### src/rtl/config_pkg.sv
// config_pkg: shared data-memory configuration (address width, access width encoding)
package config_pkg;
  localparam int DMemAddrWidth = 12;
  typedef enum logic [1:0] {BYTE = 2'd0, HALFWORD = 2'd1, WORD = 2'd2} mem_width_t;
endpackage

### src/rtl/d_mem_arbiter_if.sv
// d_mem_arbiter_if: one requester port of the data-memory arbiter
// master drives req/lock/we/width/sign_extend/addr/wdata; slave returns gnt/rvalid/rdata.
interface d_mem_arbiter_if import config_pkg::*; #(parameter int AddrWidth = DMemAddrWidth);
  logic req;
  logic lock;
  logic we;
  mem_width_t width;
  logic sign_extend;
  logic [AddrWidth-1:0] addr;
  logic [31:0] wdata;
  logic gnt;
  logic rvalid;
  logic [31:0] rdata;
  modport master (output req, lock, we, width, sign_extend, addr, wdata, input gnt, rvalid, rdata);
  modport slave (input req, lock, we, width, sign_extend, addr, wdata, output gnt, rvalid, rdata);
endinterface

### src/rtl/d_mem_arbiter.sv
// d_mem_arbiter: shares d_mem_spram between the load/store unit (p0) and a secondary master (p1)
// Ports: clk, reset (sync, active-low); p0/p1 requester interfaces (slave side);
// mem_addr/mem_width/mem_sign_extend/mem_data_in/mem_write_enable to memory, mem_data_out back.
module d_mem_arbiter import config_pkg::*; #(
  parameter int AddrWidth = DMemAddrWidth,
  parameter int StarveLimit = 4
) (
  input logic clk,
  input logic reset,
  d_mem_arbiter_if.slave p0,
  d_mem_arbiter_if.slave p1,
  output logic [AddrWidth-1:0] mem_addr,
  output mem_width_t mem_width,
  output logic mem_sign_extend,
  output logic [31:0] mem_data_in,
  output logic mem_write_enable,
  input logic [31:0] mem_data_out
);
  localparam logic [3:0] Limit = 4'(StarveLimit);
  logic owner_q, locked_q, rsp_valid_q, rsp_port_q;
  logic [3:0] starve_q;
  logic lock_hit, starve_hit, gnt_any, sel, g_we, g_lock;
  // sel names the winning port; it only matters when gnt_any is set
  always_comb begin
    lock_hit = locked_q & (owner_q ? p1.req : p0.req);
    starve_hit = p1.req & (starve_q == Limit);
    gnt_any = reset & (p0.req | p1.req);
    sel = lock_hit ? owner_q : (starve_hit | ~p0.req);
    g_we = sel ? p1.we : p0.we;
    g_lock = sel ? p1.lock : p0.lock;
  end
  assign p0.gnt = gnt_any & ~sel;
  assign p1.gnt = gnt_any & sel;
  assign mem_write_enable = gnt_any & g_we;
  assign mem_addr = gnt_any ? (sel ? p1.addr : p0.addr) : '0;
  assign mem_width = gnt_any ? (sel ? p1.width : p0.width) : WORD;
  assign mem_sign_extend = gnt_any & (sel ? p1.sign_extend : p0.sign_extend);
  assign mem_data_in = gnt_any ? (sel ? p1.wdata : p0.wdata) : '0;
  assign p0.rvalid = rsp_valid_q & ~rsp_port_q;
  assign p1.rvalid = rsp_valid_q & rsp_port_q;
  assign p0.rdata = p0.rvalid ? mem_data_out : '0;
  assign p1.rdata = p1.rvalid ? mem_data_out : '0;
  always_ff @(posedge clk) begin
    if (!reset) begin
      owner_q <= 1'b0;
      locked_q <= 1'b0;
      starve_q <= '0;
      rsp_valid_q <= 1'b0;
      rsp_port_q <= 1'b0;
    end else begin
      locked_q <= gnt_any & g_lock;
      if (gnt_any) owner_q <= sel;
      // saturates at the limit so a denied port 1 keeps its forced grant pending
      starve_q <= (p1.gnt | ~p1.req) ? '0 : (starve_q == Limit ? starve_q : starve_q + 4'd1);
      rsp_valid_q <= gnt_any & ~g_we;
      rsp_port_q <= sel;
    end
  end
endmodule

### src/flat_wrapper.sv
// flat-port wrapper written by rule: the top's interface ports become plain ports
module d_mem_arbiter_flat import config_pkg::*;
#(
  parameter int AddrWidth = DMemAddrWidth,
  parameter int StarveLimit = 4
)
  (clk, reset, mem_addr, mem_width, mem_sign_extend, mem_data_in, mem_write_enable, mem_data_out, p0_req, p0_lock, p0_we, p0_width, p0_sign_extend, p0_addr, p0_wdata, p0_gnt, p0_rvalid, p0_rdata, p1_req, p1_lock, p1_we, p1_width, p1_sign_extend, p1_addr, p1_wdata, p1_gnt, p1_rvalid, p1_rdata);
  d_mem_arbiter_if #(.AddrWidth(AddrWidth)) p0_i ();
  d_mem_arbiter_if #(.AddrWidth(AddrWidth)) p1_i ();
  input logic clk;
  input logic reset;
  output logic [AddrWidth-1:0] mem_addr;
  output mem_width_t mem_width;
  output logic mem_sign_extend;
  output logic [31:0] mem_data_in;
  output logic mem_write_enable;
  input logic [31:0] mem_data_out;
  input wire logic [$bits(p0_i.req)-1:0] p0_req;
  input wire logic [$bits(p0_i.lock)-1:0] p0_lock;
  input wire logic [$bits(p0_i.we)-1:0] p0_we;
  input wire logic [$bits(p0_i.width)-1:0] p0_width;
  input wire logic [$bits(p0_i.sign_extend)-1:0] p0_sign_extend;
  input wire logic [$bits(p0_i.addr)-1:0] p0_addr;
  input wire logic [$bits(p0_i.wdata)-1:0] p0_wdata;
  output wire logic [$bits(p0_i.gnt)-1:0] p0_gnt;
  output wire logic [$bits(p0_i.rvalid)-1:0] p0_rvalid;
  output wire logic [$bits(p0_i.rdata)-1:0] p0_rdata;
  input wire logic [$bits(p1_i.req)-1:0] p1_req;
  input wire logic [$bits(p1_i.lock)-1:0] p1_lock;
  input wire logic [$bits(p1_i.we)-1:0] p1_we;
  input wire logic [$bits(p1_i.width)-1:0] p1_width;
  input wire logic [$bits(p1_i.sign_extend)-1:0] p1_sign_extend;
  input wire logic [$bits(p1_i.addr)-1:0] p1_addr;
  input wire logic [$bits(p1_i.wdata)-1:0] p1_wdata;
  output wire logic [$bits(p1_i.gnt)-1:0] p1_gnt;
  output wire logic [$bits(p1_i.rvalid)-1:0] p1_rvalid;
  output wire logic [$bits(p1_i.rdata)-1:0] p1_rdata;
  assign p0_i.req = p0_req;
  assign p0_i.lock = p0_lock;
  assign p0_i.we = p0_we;
  assign p0_i.width = p0_width;
  assign p0_i.sign_extend = p0_sign_extend;
  assign p0_i.addr = p0_addr;
  assign p0_i.wdata = p0_wdata;
  assign p0_gnt = p0_i.gnt;
  assign p0_rvalid = p0_i.rvalid;
  assign p0_rdata = p0_i.rdata;
  assign p1_i.req = p1_req;
  assign p1_i.lock = p1_lock;
  assign p1_i.we = p1_we;
  assign p1_i.width = p1_width;
  assign p1_i.sign_extend = p1_sign_extend;
  assign p1_i.addr = p1_addr;
  assign p1_i.wdata = p1_wdata;
  assign p1_gnt = p1_i.gnt;
  assign p1_rvalid = p1_i.rvalid;
  assign p1_rdata = p1_i.rdata;
  d_mem_arbiter #(.AddrWidth(AddrWidth), .StarveLimit(StarveLimit)) u_core (.clk(clk), .reset(reset), .p0(p0_i), .p1(p1_i), .mem_addr(mem_addr), .mem_width(mem_width), .mem_sign_extend(mem_sign_extend), .mem_data_in(mem_data_in), .mem_write_enable(mem_write_enable), .mem_data_out(mem_data_out));
endmodule
### config.mk
export PLATFORM = sky130hd
export DESIGN_NAME = d_mem_arbiter_flat
export DESIGN_NICKNAME = d
export VERILOG_FILES = /design/src/rtl/config_pkg.sv /design/src/rtl/d_mem_arbiter_if.sv /design/src/rtl/d_mem_arbiter.sv /design/src/flat_wrapper.sv
export SDC_FILE = /design/constraint.sdc
export NUM_CORES = 1
export LEC_CHECK = 0
export BUFFER_PORTS_ARGS = -buffer_cell sky130_fd_sc_hd__buf_2
export CORE_AREA = 2 2 96 98
export DETAILED_ROUTE_END_ITERATION = 10
export DIE_AREA = 0 0 98 100
export PLACE_DENSITY = 0.58
export SLEW_MARGIN = 25
export SYNTH_ARGS = -nofsm -noshare
export SYNTH_HDL_FRONTEND = slang
export SYNTH_SLANG_ARGS = --single-unit
### constraint.sdc
create_clock -name clk -period 3.2 [get_ports clk]
set_input_delay 0.48 -clock clk [delete_from_list [all_inputs] [get_ports clk]]
set_output_delay 0.48 -clock clk [all_outputs]
set_load 0.03 [all_outputs]
-- Word-level counts from Yosys, hierarchy flattened
Cells that the tools add are included.
- output and inout port bits: 116
- bits of input ports: 134
- flip-flop bits (word level): 8
- eq/ne operators: 1
- reductions and logical operators: 1
- bitwise gates (word level): 20
- $add $sub $neg: 1
- muxes and demuxes: 13
- operators by type and width (operator ; number):
    32-bit 2-to-1 mux ; 4
    12-bit 2-to-1 mux ; 2
    1-bit AND ; 11
    1-bit inverter ; 6
    1-bit 2-to-1 mux ; 5
    4-bit by 1-bit adder with 4-bit output, second input constant ; 1
    4-bit by 3-bit equality test with 1-bit output, second input constant ; 1
    2-bit 2-to-1 mux ; 2
    1-bit OR ; 3
    2-bit OR reduction ; 1

-- Depth between registers and ports, before layout
Gate-level depths: netlist (run 1).
- depth in word-level cells: 7
- gate-level depth with buffers: 7

-- Worst setup path after synthesis (run 1)
OpenSTA, ideal clock, no wires.
- path type: register to output
- start: register u_core.starve_q[0]
- end: output mem_addr[10]
- stages on the path, launching flop included: 7
- data required time: 2.720 ns
- buffers on the path: 1
- data arrival time: 1.600 ns
- slack: 1.120 ns
- cell sequence: dfxtp_1 > inv_1 > ha_1 > nand4bb_2 > a31oi_4 > buf_6 > a22o_1
- cells in the longest elaborated chain, start to end: 6
- RTL lines (element ; RTL line ; RTL):
    start: declaration ; d_mem_arbiter.sv:21 ; logic [3:0] starve_q;
    start signal: assignment ; d_mem_arbiter.sv:54 ; starve_q <= (p1.gnt | ~p1.req) ? '0 : (starve_q == Limit ? starve_q : starve_q + 4'd1);
    4-bit by 3-bit equality test with 1-bit output ; d_mem_arbiter.sv:26 ; starve_hit = p1.req & (starve_q == Limit);
    1-bit AND ; d_mem_arbiter.sv:26 ;
    1-bit OR ; d_mem_arbiter.sv:28 ; sel = lock_hit ? owner_q : (starve_hit | ~p0.req);
    1-bit 2-to-1 mux ; d_mem_arbiter.sv:28 ;
    12-bit 2-to-1 mux (2 in series) ; d_mem_arbiter.sv:35 ; assign mem_addr = gnt_any ? (sel ? p1.addr : p0.addr) : '0;
    end: declaration ; flat_wrapper.sv:12 ; output logic [AddrWidth-1:0] mem_addr;
Every way passes these cells.

-- Final worst setup path (run 1)
- start: register u_core.starve_q[0]
- end: output mem_data_in[25]
- cells in the longest elaborated chain, start to end: 6
- RTL lines (element ; RTL line ; RTL):
    4-bit by 3-bit equality test with 1-bit output ; d_mem_arbiter.sv:26 ;
    1-bit AND ; d_mem_arbiter.sv:26 ;
    1-bit OR ; d_mem_arbiter.sv:28 ;
    1-bit 2-to-1 mux ; d_mem_arbiter.sv:28 ;
    32-bit 2-to-1 mux (2 in series) ; d_mem_arbiter.sv:38 ; assign mem_data_in = gnt_any ? (sel ? p1.wdata : p0.wdata) : '0;
    end: declaration ; flat_wrapper.sv:15 ; output logic [31:0] mem_data_in;
Every way passes these cells.

==> results.toml, run 1 <==
[flow_run]
maxCapViolCount = 0

[global_route]
grt_pass1_wl_um = 9800
grt_pass1_vias = 2086
global_route.overflow_total = 0
grtUsageMet1 = 0.135
grt_max_degree = 52
antenna_found_initial = 0
grtUsageTotal = 0.119
grt_use_met3 = 0.0230
gr-max-usage-layer = "met2"
grtUsageMet2 = 0.231

[routing]
drt_iter0_drc = 68
avgRoutedWirePerCell_um = 12.2
vias = 2298
drcViolationCount = 0
drtAntennaViolNets = 0
dr.pass1.iters = 4
wl_um = 6430
vias_per_cell = 4.36

[worst_setup_path]
crit_type = "reg2out"
cp-start-kind = "flip-flop"
cp_top_family = "buffers and inverters"
crit_arrival_ns = 2.16
cp_max_fo = 51
path_cells = "inv_1 -> ha_1 -> nand4bb_2 -> a31oi_4 -> buf_4 -> a22o_1 -> buf_2"
cp-end-kind = "output port"
cp.required_ns = 2.72
crit_slowest_cell = "buf_4"
slowest_delay_ns = 0.43
crit_buf_inv = 3

[finish]
regArea_um2 = 160
syn2layout_area_growth_pct = 92.2
instances_no_fill = 527
nets = 554
utilization = 0.307
antennaDiodeCount = 0
final_common_cell = "buf_2"
mostFrequentLayoutCells = "buf_2 (249), a22o_1 (49), and2_1 (34), and3_1 (33), dfxtp_1 (8)"
drive_gt1_frac = 0.630
final.fill_count = 976
multiInputGateArea_um2 = 1080

[logic_synthesis]
synth_ff_type = "dfxtp_1"
synthCells = 179
synthArstFlopShare = 0
synth_top_cell_area_share = 0.302
ys_seq_area_frac = 0.113
synth_edf_count = 0
synth_warnings = 0
synth_seq_cells = 8
syn_nets = 315
synth.largest_area_cell = "a22o_1"
synth.avg_cell_area_um2 = 7.93
syn_area_um2 = 1420
ys_types = 23
netlist_top_cells_area = "a22o_1 (30%), and2_1 (15%), and3_1 (15%), dfxtp_1 (11%), buf_6 (8.7%)"

[sta]
finalHoldViolations = 0
drv_slew = 0
setup_tns_ns = 0
slew_headroom = 0.662
setup_viol = 0
worstMarginPinSlew_ns = 0.507
min_period_over_period = 0.823
holdWs_ns = 0.516
rsz0062_at_grt = "false"
skew_ns = 0.00250
clock.fmax_mhz = 379
finalCriticalPeriod_ns = 2.64

[cts]
clockBufferDepth = 2
insertion_delay_ns = 0.23
cts_resized = 0
post_cts_buffers = 0
clkSinkCount = 8
hold_buffers = 0
cts-buffers-inserted = 3
root_buffer = "clkbuf_8"
h-tree-depth = 1
clkSlewWorstSetupHoldPaths_ns = 0.05
cts_tree = "built"

[die]
io_pins = 250
initial_core_util = 0.160
dieArea_um2 = 9800
num_rows = 35
die_w_um = 98
fp.dieH_um = 100
core-area_um2 = 8890

[placement]
numPlacedInstances = 524
io_buffers = 249
dp_hpwl_um = 5420
gp_congestion = 0.736

[power_and_ir_drop]
power_density_nw_per_um2 = 221
p_leak_nw = 1.83
max-vdd-ir-drop_uv = 86.8

[run_status]
status = "finished, final reports clean"

[hold_path]
hold_path.class = "in2reg"
-- power breakdown --
group | internal [mW] | switching [mW]
clock network | 0.0817 | 0.0418
registers | 0.104 | 0.00267
logic | 0.145 | 0.227
-- path summary, 6_finish.rpt --
path / start / end / slack [ns] / cells after the start
setup / recovery: u_core.starve_q[0]$_SDFFE_PP0P_ / mem_data_in[25] / 0.56 / 7
hold / removal: reset / u_core.rsp_port_q$_SDFF_PN0_ / 0.52 / 2
setup reg to reg: u_core.starve_q[0]$_SDFFE_PP0P_ / u_core.locked_q$_SDFF_PN0_ / 1.39 / 6
hold reg to reg: u_core.starve_q[1]$_SDFFE_PP0P_ / u_core.starve_q[1]$_SDFFE_PP0P_ / 0.55 / 2
-- stage by stage --
stage	power (mW)	area (um2)	worst slack [ns]
floorplan	0.338	1420	1.12
global placement	0.480	2690	0.850
detailed placement	0.484	2690	0.770
CTS	0.613	2730	0.523
global route	0.643	2730	0.410
finish	0.602	2730	0.565
-- per-layer routing --
layer / vias to the layer above / part of all wire
li1: 1139 / -
met3: 2 / 0.098
met2: 150 / 0.51
met1: 1007 / 0.38
met4: 0 / 0.0058
met5: - / 0
-- cell type report --
| cell class | instances | share of cell area |
|---|---|---|
| clock buffers | 3 | 0.0151 |
| inverters | 6 | 0.00826 |
| multi-input cells | 145 | 0.396 |
| flip-flops and latches | 8 | 0.0587 |
| well taps | 111 | 0.0509 |
| repair buffers | 254 | 0.471 |
-- cells in the mapped netlist, drive strengths merged, types with 2 or more instances --
cell	count
nand2	4
buf	11
clkbuf	9
nor2	4
xnor2	2
and3	33
mux2i	2
a22o	49
nand3	3
ha	2
a21oi	3
and2	34
inv	6
dfxtp	8
-- flip-flops by register name, indices dropped and copies added (netlist names) --
register / cells
u_core.starve_q: 4
u_core.owner_q: 1
u_core.rsp_port_q: 1
u_core.locked_q: 1
u_core.rsp_valid_q: 1
-- cell families (layout without fill, tap and decap cells) --
family	after synthesis	after routing	synth area share
compound gates	56	56	0.350
xor+xnor	2	2	0.0123
fa+ha+maj	2	2	0.0176
buf+inv	26	263	0.127
flops	8	8	0.113
mux	2	2	0.0141
simple gates	83	83	0.366
(Power assumes the default switching activity.)
==> inputs of run 2 (changes only) <==
--- a/config.mk
+++ b/config.mk
@@ -5,11 +5,12 @@
 export SDC_FILE = /design/constraint.sdc
 export NUM_CORES = 1
 export LEC_CHECK = 0
+export ABC_AREA = 1
 export BUFFER_PORTS_ARGS = -buffer_cell sky130_fd_sc_hd__buf_2
-export CORE_AREA = 2 2 96 98
+export CORE_AREA = 2 2 97 99
 export DETAILED_ROUTE_END_ITERATION = 10
-export DIE_AREA = 0 0 98 100
-export PLACE_DENSITY = 0.58
+export DIE_AREA = 0 0 99 101
+export PLACE_DENSITY = 0.61
 export SLEW_MARGIN = 25
 export SYNTH_ARGS = -nofsm -noshare
 export SYNTH_HDL_FRONTEND = slang
==> constraint.sdc (replaced) <==
create_clock -name clk -period 2.4 [get_ports clk]
set_input_delay 0.36 -clock clk [delete_from_list [all_inputs] [get_ports clk]]
set_output_delay 0.36 -clock clk [all_outputs]
set_load 0.03 [all_outputs]
==> run 2 against run 1 <==
Effect of this change: flip-flop and latch count did not move; design area is 16% higher; total power rose by 62%; critical path type unchanged; largest cell class unchanged.
==> results.toml, run 2 <==
[cts]
cts-buffers-inserted = 3
clkSinkCount = 8
cts_tree = "built"
h-tree-depth = 1
clockBufferDepth = 2
hold_buffers = 0
clkSlewWorstSetupHoldPaths_ns = 0.04
insertion_delay_ns = 0.23
root_buffer = "clkbuf_8"

[die]
num_rows = 35
dieArea_um2 = 10000
fp.dieH_um = 101
initial_core_util = 0.168
die_w_um = 99
core-area_um2 = 8980
io_pins = 250

[sta]
setup_viol = 0
worstMarginPinSlew_ns = 0.888
finalHoldViolations = 0
min_period_over_period = 0.939
clock.fmax_mhz = 444
finalCriticalPeriod_ns = 2.25
setup_ws_ns = 0.146
slew_headroom = 0.408
setup_tns_ns = 0
drv_slew = 0
skew_ns = 0.00405
holdWs_ns = 0.338

[finish]
antennaDiodeCount = 0
mostFrequentLayoutCells = "buf_2 (216), nand2_1 (102), nor2_1 (74), nand3_1 (52), inv_1 (47)"
final.fill_count = 985
final_common_cell = "buf_2"
regMostFlops = "u_core.starve_q"
drive_gt1_frac = 0.487
largest_reg_flops = 4
fin_area_um2 = 3160
syn2layout_area_growth_pct = 109
nets = 705

[worst_setup_path]
cp-start-kind = "flip-flop"
cp.required_ns = 2.04
r2r-start = "u_core.starve_q[0]$_SDFFE_PP0P_"
cp-end-kind = "output port"
cp_max_fo = 6
crit_buf_inv = 4
crit_end = "mem_data_in[5]"
cp_top_family = "simple AND/OR/NAND/NOR gates"
reg2reg_depth = 11
crit_start = "u_core.starve_q[0]$_SDFFE_PP0P_"
path_cells = "inv_1 -> ha_2 -> nand3_2 -> nand2_2 -> nand2_4 -> nand2_4 -> nor2_4 -> buf_12 -> clkbuf_16 -> nand2_1 -> nand2_1 -> buf_4"
crit_arrival_ns = 1.89
r2r_slack_ns = 0.84
crit_cells = 12
slowest_delay_ns = 0.36
rr_endpoint = "u_core.locked_q$_SDFF_PN0_"
crit_type = "reg2out"
crit_slowest_cell = "dfxtp_4"

[logic_synthesis]
synth_seq_cells = 8
synth_common_cells = "nand2_1 (102), nor2_1 (74), nand3_1 (52)"
synthCells = 322
synth_ff_type = "dfxtp_1"
syn_nets = 458
synth_edf_count = 0
synth.avg_cell_area_um2 = 4.69
yosysMostFrequentCell = "nand2_1"
synth_warnings = 0
synth.largest_area_cell = "nand2_1"
ys_seq_area_frac = 0.106
synth_top_cell_area_share = 0.254
synthArstFlopShare = 0
netlist_top_cells_area = "nand2_1 (25%), nor2_1 (18%), nand3_1 (17%), inv_1 (12%), dfxtp_1 (11%)"
ys_types = 21
syn_area_um2 = 1510

[placement]
placed_area_um2 = 2860
gp_congestion = 0.767
dp_hpwl_um = 6070
post-place-ws_ns = 0.275
io_buffers = 249

[routing]
drcViolationCount = 0
wl_um = 8270
dr.pass1.iters = 4
drt_iter0_drc = 88
vias = 2894
avgRoutedWirePerCell_um = 12.2
vias_per_cell = 4.27
drtAntennaViolNets = 0

[global_route]
antenna_found_initial = 0
grt_max_degree = 50
grt_pass1_wl_um = 10800
grt_pass1_vias = 2377
grtUsageTotal = 0.129
global_route.overflow_total = 0

[power_and_ir_drop]
p_leak_nw = 2.20
power_density_nw_per_um2 = 309
total_power_uw = 977
max-vdd-ir-drop_uv = 104

[flow_run]
maxCapViolCount = 0

[run_status]
status = "finished, final reports clean"

[hold_path]
hold_path.class = "in2reg"
-- run 2: worst min-delay path, delay by kind of cell --
kind / cells / cell delay [ns]
buffers and inverters: 1 / 0.08
and+or+nand+nor: 2 / 0.09
-- run 2: final cells by class --
type | count | area (um2) | share of cell area
timing repair buffer | 263 | 1560 | 0.494
multi-input combinational | 245 | 1070 | 0.340
sequential | 8 | 165 | 0.0523
tap | 111 | 139 | 0.0439
inverter | 48 | 180 | 0.0570
clock buffer | 3 | 41.3 | 0.0131
-- run 2: power by group --
group	switching, mW	total [mW]	leakage (nW)	internal (mW)
clock	0.0522	0.161	0.0216	0.109
combinational	0.421	0.675	2.11	0.254
sequential	0.00305	0.142	0.0668	0.139
-- run 2: layer usage --
layer | vias to the layer above | wire, um | GRT usage
met1 | 1257 | 3010 | 0.142
met2 | 171 | 4410 | 0.254
met4 | 0 | 82 | 0.0285
met5 | - | 0 | 0
met3 | 9 | 761 | 0.0222
li1 | 1457 | - | -
-- run 2: worst min path at each step --
| stage | slack [ns] | from | to | cells past startpoint |
|---|---|---|---|---|
| after floorplan | 0.46 | p0_lock | u_core.locked_q$_SDFF_PN0_ | 2 |
| after global placement | 0.49 | u_core.owner_q$_SDFFE_PN0P_ | u_core.owner_q$_SDFFE_PN0P_ | 2 |
| after detailed placement | 0.50 | u_core.owner_q$_SDFFE_PN0P_ | u_core.owner_q$_SDFFE_PN0P_ | 2 |
| after CTS | 0.34 | p0_lock | u_core.locked_q$_SDFF_PN0_ | 3 |
| after global routing | 0.36 | p0_lock | u_core.locked_q$_SDFF_PN0_ | 3 |
| final | 0.34 | p0_lock | u_core.locked_q$_SDFF_PN0_ | 3 |
-- run 2: cell families after synthesis --
kind of cell,count (synthesis),synth area share
AO/OA/AOI/OAI,6,0.0232
XOR/XNOR,3,0.0174
adder cells (fa/ha/maj),2,0.0166
buffers and inverters,69,0.192
flip-flops,8,0.106
AND/OR/NAND/NOR,234,0.644
-- run 2: through the flow --
| step | utilization | instances |
|---|---|---|
| 3_5_place_dp | 0.318 | 665 |
| 3_3_place_gp | 0.318 | 665 |
| 4_1_cts | 0.323 | 668 |
| 6_report | 0.352 | 678 |
| 5_1_grt | 0.352 | 678 |
| 2_1_floorplan | - | 322 |
-- run 2: timing repair --
action,4_1_cts,5_1_grt
resized for setup,0,79
setup buffers,0,5
endpoints found under the setup margin,0,46
==> inputs of run 3 (changes only) <==
--- a/config.mk
+++ b/config.mk
@@ -5,12 +5,12 @@
 export SDC_FILE = /design/constraint.sdc
 export NUM_CORES = 1
 export LEC_CHECK = 0
-export ABC_AREA = 1
+export ABC_AREA = 0
 export BUFFER_PORTS_ARGS = -buffer_cell sky130_fd_sc_hd__buf_2
-export CORE_AREA = 2 2 97 99
+export CORE_AREA = 2 2 96 98
 export DETAILED_ROUTE_END_ITERATION = 10
-export DIE_AREA = 0 0 99 101
-export PLACE_DENSITY = 0.61
+export DIE_AREA = 0 0 98 100
+export PLACE_DENSITY = 0.56
 export SLEW_MARGIN = 25
 export SYNTH_ARGS = -nofsm -noshare
 export SYNTH_HDL_FRONTEND = slang
==> run 3 against run 2 <==
Effect of this change: cell count is 22% lower; fmax is 0.32% lower; design area is 12% lower; utilization is 3.9 points lower; count of clock-buffer cells in the layout stayed put; clock skew is 0.0016 ns higher; routed wire length is 18% lower; critical path depth is 5 lower; critical path type unchanged; largest cell class unchanged; largest power group unchanged.
==> results.toml, run 3 (synthesized netlist as in run 1, its figures left out) <==
[finish]
regMostFlops = "u_core.starve_q"
syn2layout_area_growth_pct = 95.9
instances_no_fill = 528
fin_area_um2 = 2780
largest_reg_flops = 4
drive_gt1_frac = 0.633
antennaDiodeCount = 0
final_common_cell = "buf_2"
nets = 555
mostFrequentLayoutCells = "buf_2 (249), a22o_1 (49), and2_1 (34), and3_1 (33), dfxtp_1 (8)"

[die]
num_rows = 35
core-area_um2 = 8890
fp.dieH_um = 100
initial_core_util = 0.160
die_w_um = 98
io_pins = 250
dieArea_um2 = 9800

[cts]
root_buffer = "clkbuf_8"
clkSlewWorstSetupHoldPaths_ns = 0.05
post_cts_buffers = 0
clkSinkCount = 8
cts_tree = "built"
cts-buffers-inserted = 3
insertion_delay_ns = 0.23
clockBufferDepth = 2
h-tree-depth = 1

[flow_run]
maxCapViolCount = 0

[placement]
numPlacedInstances = 524
gp_congestion = 0.806
post-place-ws_ns = 0.273
dp_hpwl_um = 5590
placed_area_um2 = 2710
io_buffers = 249

[power_and_ir_drop]
p_leak_nw = 1.85
total_power_uw = 814
max-vdd-ir-drop_uv = 137
pwr-share-seq = 0.175
combPwrFrac = 0.622
p_int_uw = 449
p_clk_frac = 0.202
switching_share = 0.448
power_density_nw_per_um2 = 293
power.switching_uw = 364

[worst_setup_path]
cp-start-kind = "flip-flop"
crit_arrival_ns = 1.90
cp.required_ns = 2.04
crit_slowest_cell = "dfxtp_1"
cp-end-kind = "output port"
slowest_delay_ns = 0.33
crit_type = "reg2out"
cp_max_fo = 26
path_cells = "inv_1 -> ha_2 -> nand4bb_2 -> a31oi_4 -> buf_12 -> a22o_1 -> buf_2"
crit_buf_inv = 3
cp_top_family = "buffers and inverters"

[run_status]
status = "finished, final reports clean"

[sta]
setup_ws_ns = 0.139
setup_tns_ns = 0
slew_headroom = 0.836
min_period_over_period = 0.942
finalHoldViolations = 0
finalCriticalPeriod_ns = 2.26
skew_ns = 0.00567
rsz0062_at_grt = "false"
drv_slew = 0
worstMarginPinSlew_ns = 0.246
clock.fmax_mhz = 442
setup_viol = 0

[global_route]
antenna_found_initial = 0
grt_pass1_wl_um = 10000
grt_pass1_vias = 2098
grtUsageTotal = 0.121
global_route.overflow_total = 0
grt_max_degree = 52

[routing]
avgRoutedWirePerCell_um = 12.9
vias = 2367
drtAntennaViolNets = 0
dr.pass1.iters = 4
drt_iter0_drc = 75
drcViolationCount = 0
vias_per_cell = 4.48
wl_um = 6820

[hold_path]
hold_path.class = "in2reg"
## run 3: cell type report
| class | instances | area (um2) |
|---|---|---|
| Timing Repair Buffer | 255 | 1330 |
| Fill cell | 967 | 6110 |
| Tap cell | 111 | 139 |
| Clock buffer | 3 | 41.3 |
| Multi-Input combinational cell | 145 | 1080 |
| Inverter | 6 | 22.5 |
| Sequential cell | 8 | 160 |
## run 3: worst reg2reg max path: stages, from the launching register on
cell,delay [ns]
dfxtp_1,0.33
inv_1,0.07
ha_2,0.22
nand3b_4,0.12
o2111a_2,0.31
buf_12,0.17
a22o_1,0.26
## run 3: metal layers
| metal | vias up | wire (um) | track usage |
|---|---|---|---|
| met5 | - | 0 | 0 |
| met4 | 0 | 19 | 0.0118 |
| li1 | 1144 | - | - |
| met2 | 154 | 3440 | 0.230 |
| met3 | 2 | 700 | 0.0299 |
| met1 | 1067 | 2660 | 0.143 |
## run 3: path summary, 6_finish.rpt
kind                                        start                              end  slack, ns  depth (start not counted)
setup / recovery  u_core.starve_q[0]$_SDFFE_PP0P_                  mem_data_in[30]       0.14                          7
setup reg to reg  u_core.starve_q[0]$_SDFFE_PP0P_    u_core.rsp_valid_q$_SDFF_PN0_       0.80                          6
hold / removal                              reset     u_core.rsp_port_q$_SDFF_PN0_       0.39                          2
hold reg to reg   u_core.starve_q[1]$_SDFFE_PP0P_  u_core.starve_q[1]$_SDFFE_PP0P_       0.55                          2
## run 3: power groups by stage
stage	Clock [mW]	Sequential (mW)	Combinational, mW
6_report	0.165	0.143	0.506
5_1_grt	0.182	0.143	0.545
4_1_cts	0.174	0.143	0.507
3_5_place_dp	0	0.145	0.505
3_3_place_gp	0	0.145	0.501
2_1_floorplan	0	0.145	0.305
## run 3: through the flow
| step | util | hold slack (ns) |
|---|---|---|
| final | 0.313 | 0.394 |
| after global routing | 0.313 | 0.409 |
| after CTS | 0.310 | 0.385 |
| after detailed placement | 0.305 | 0.550 |
| after global placement | 0.305 | 0.533 |
| after floorplan | - | 0.482 |
## run 3: repair_timing
action                     in CTS  in global routing
hold buffers                    0                  0
setup endpoints to repair       0                  9
resized for setup               0                  1
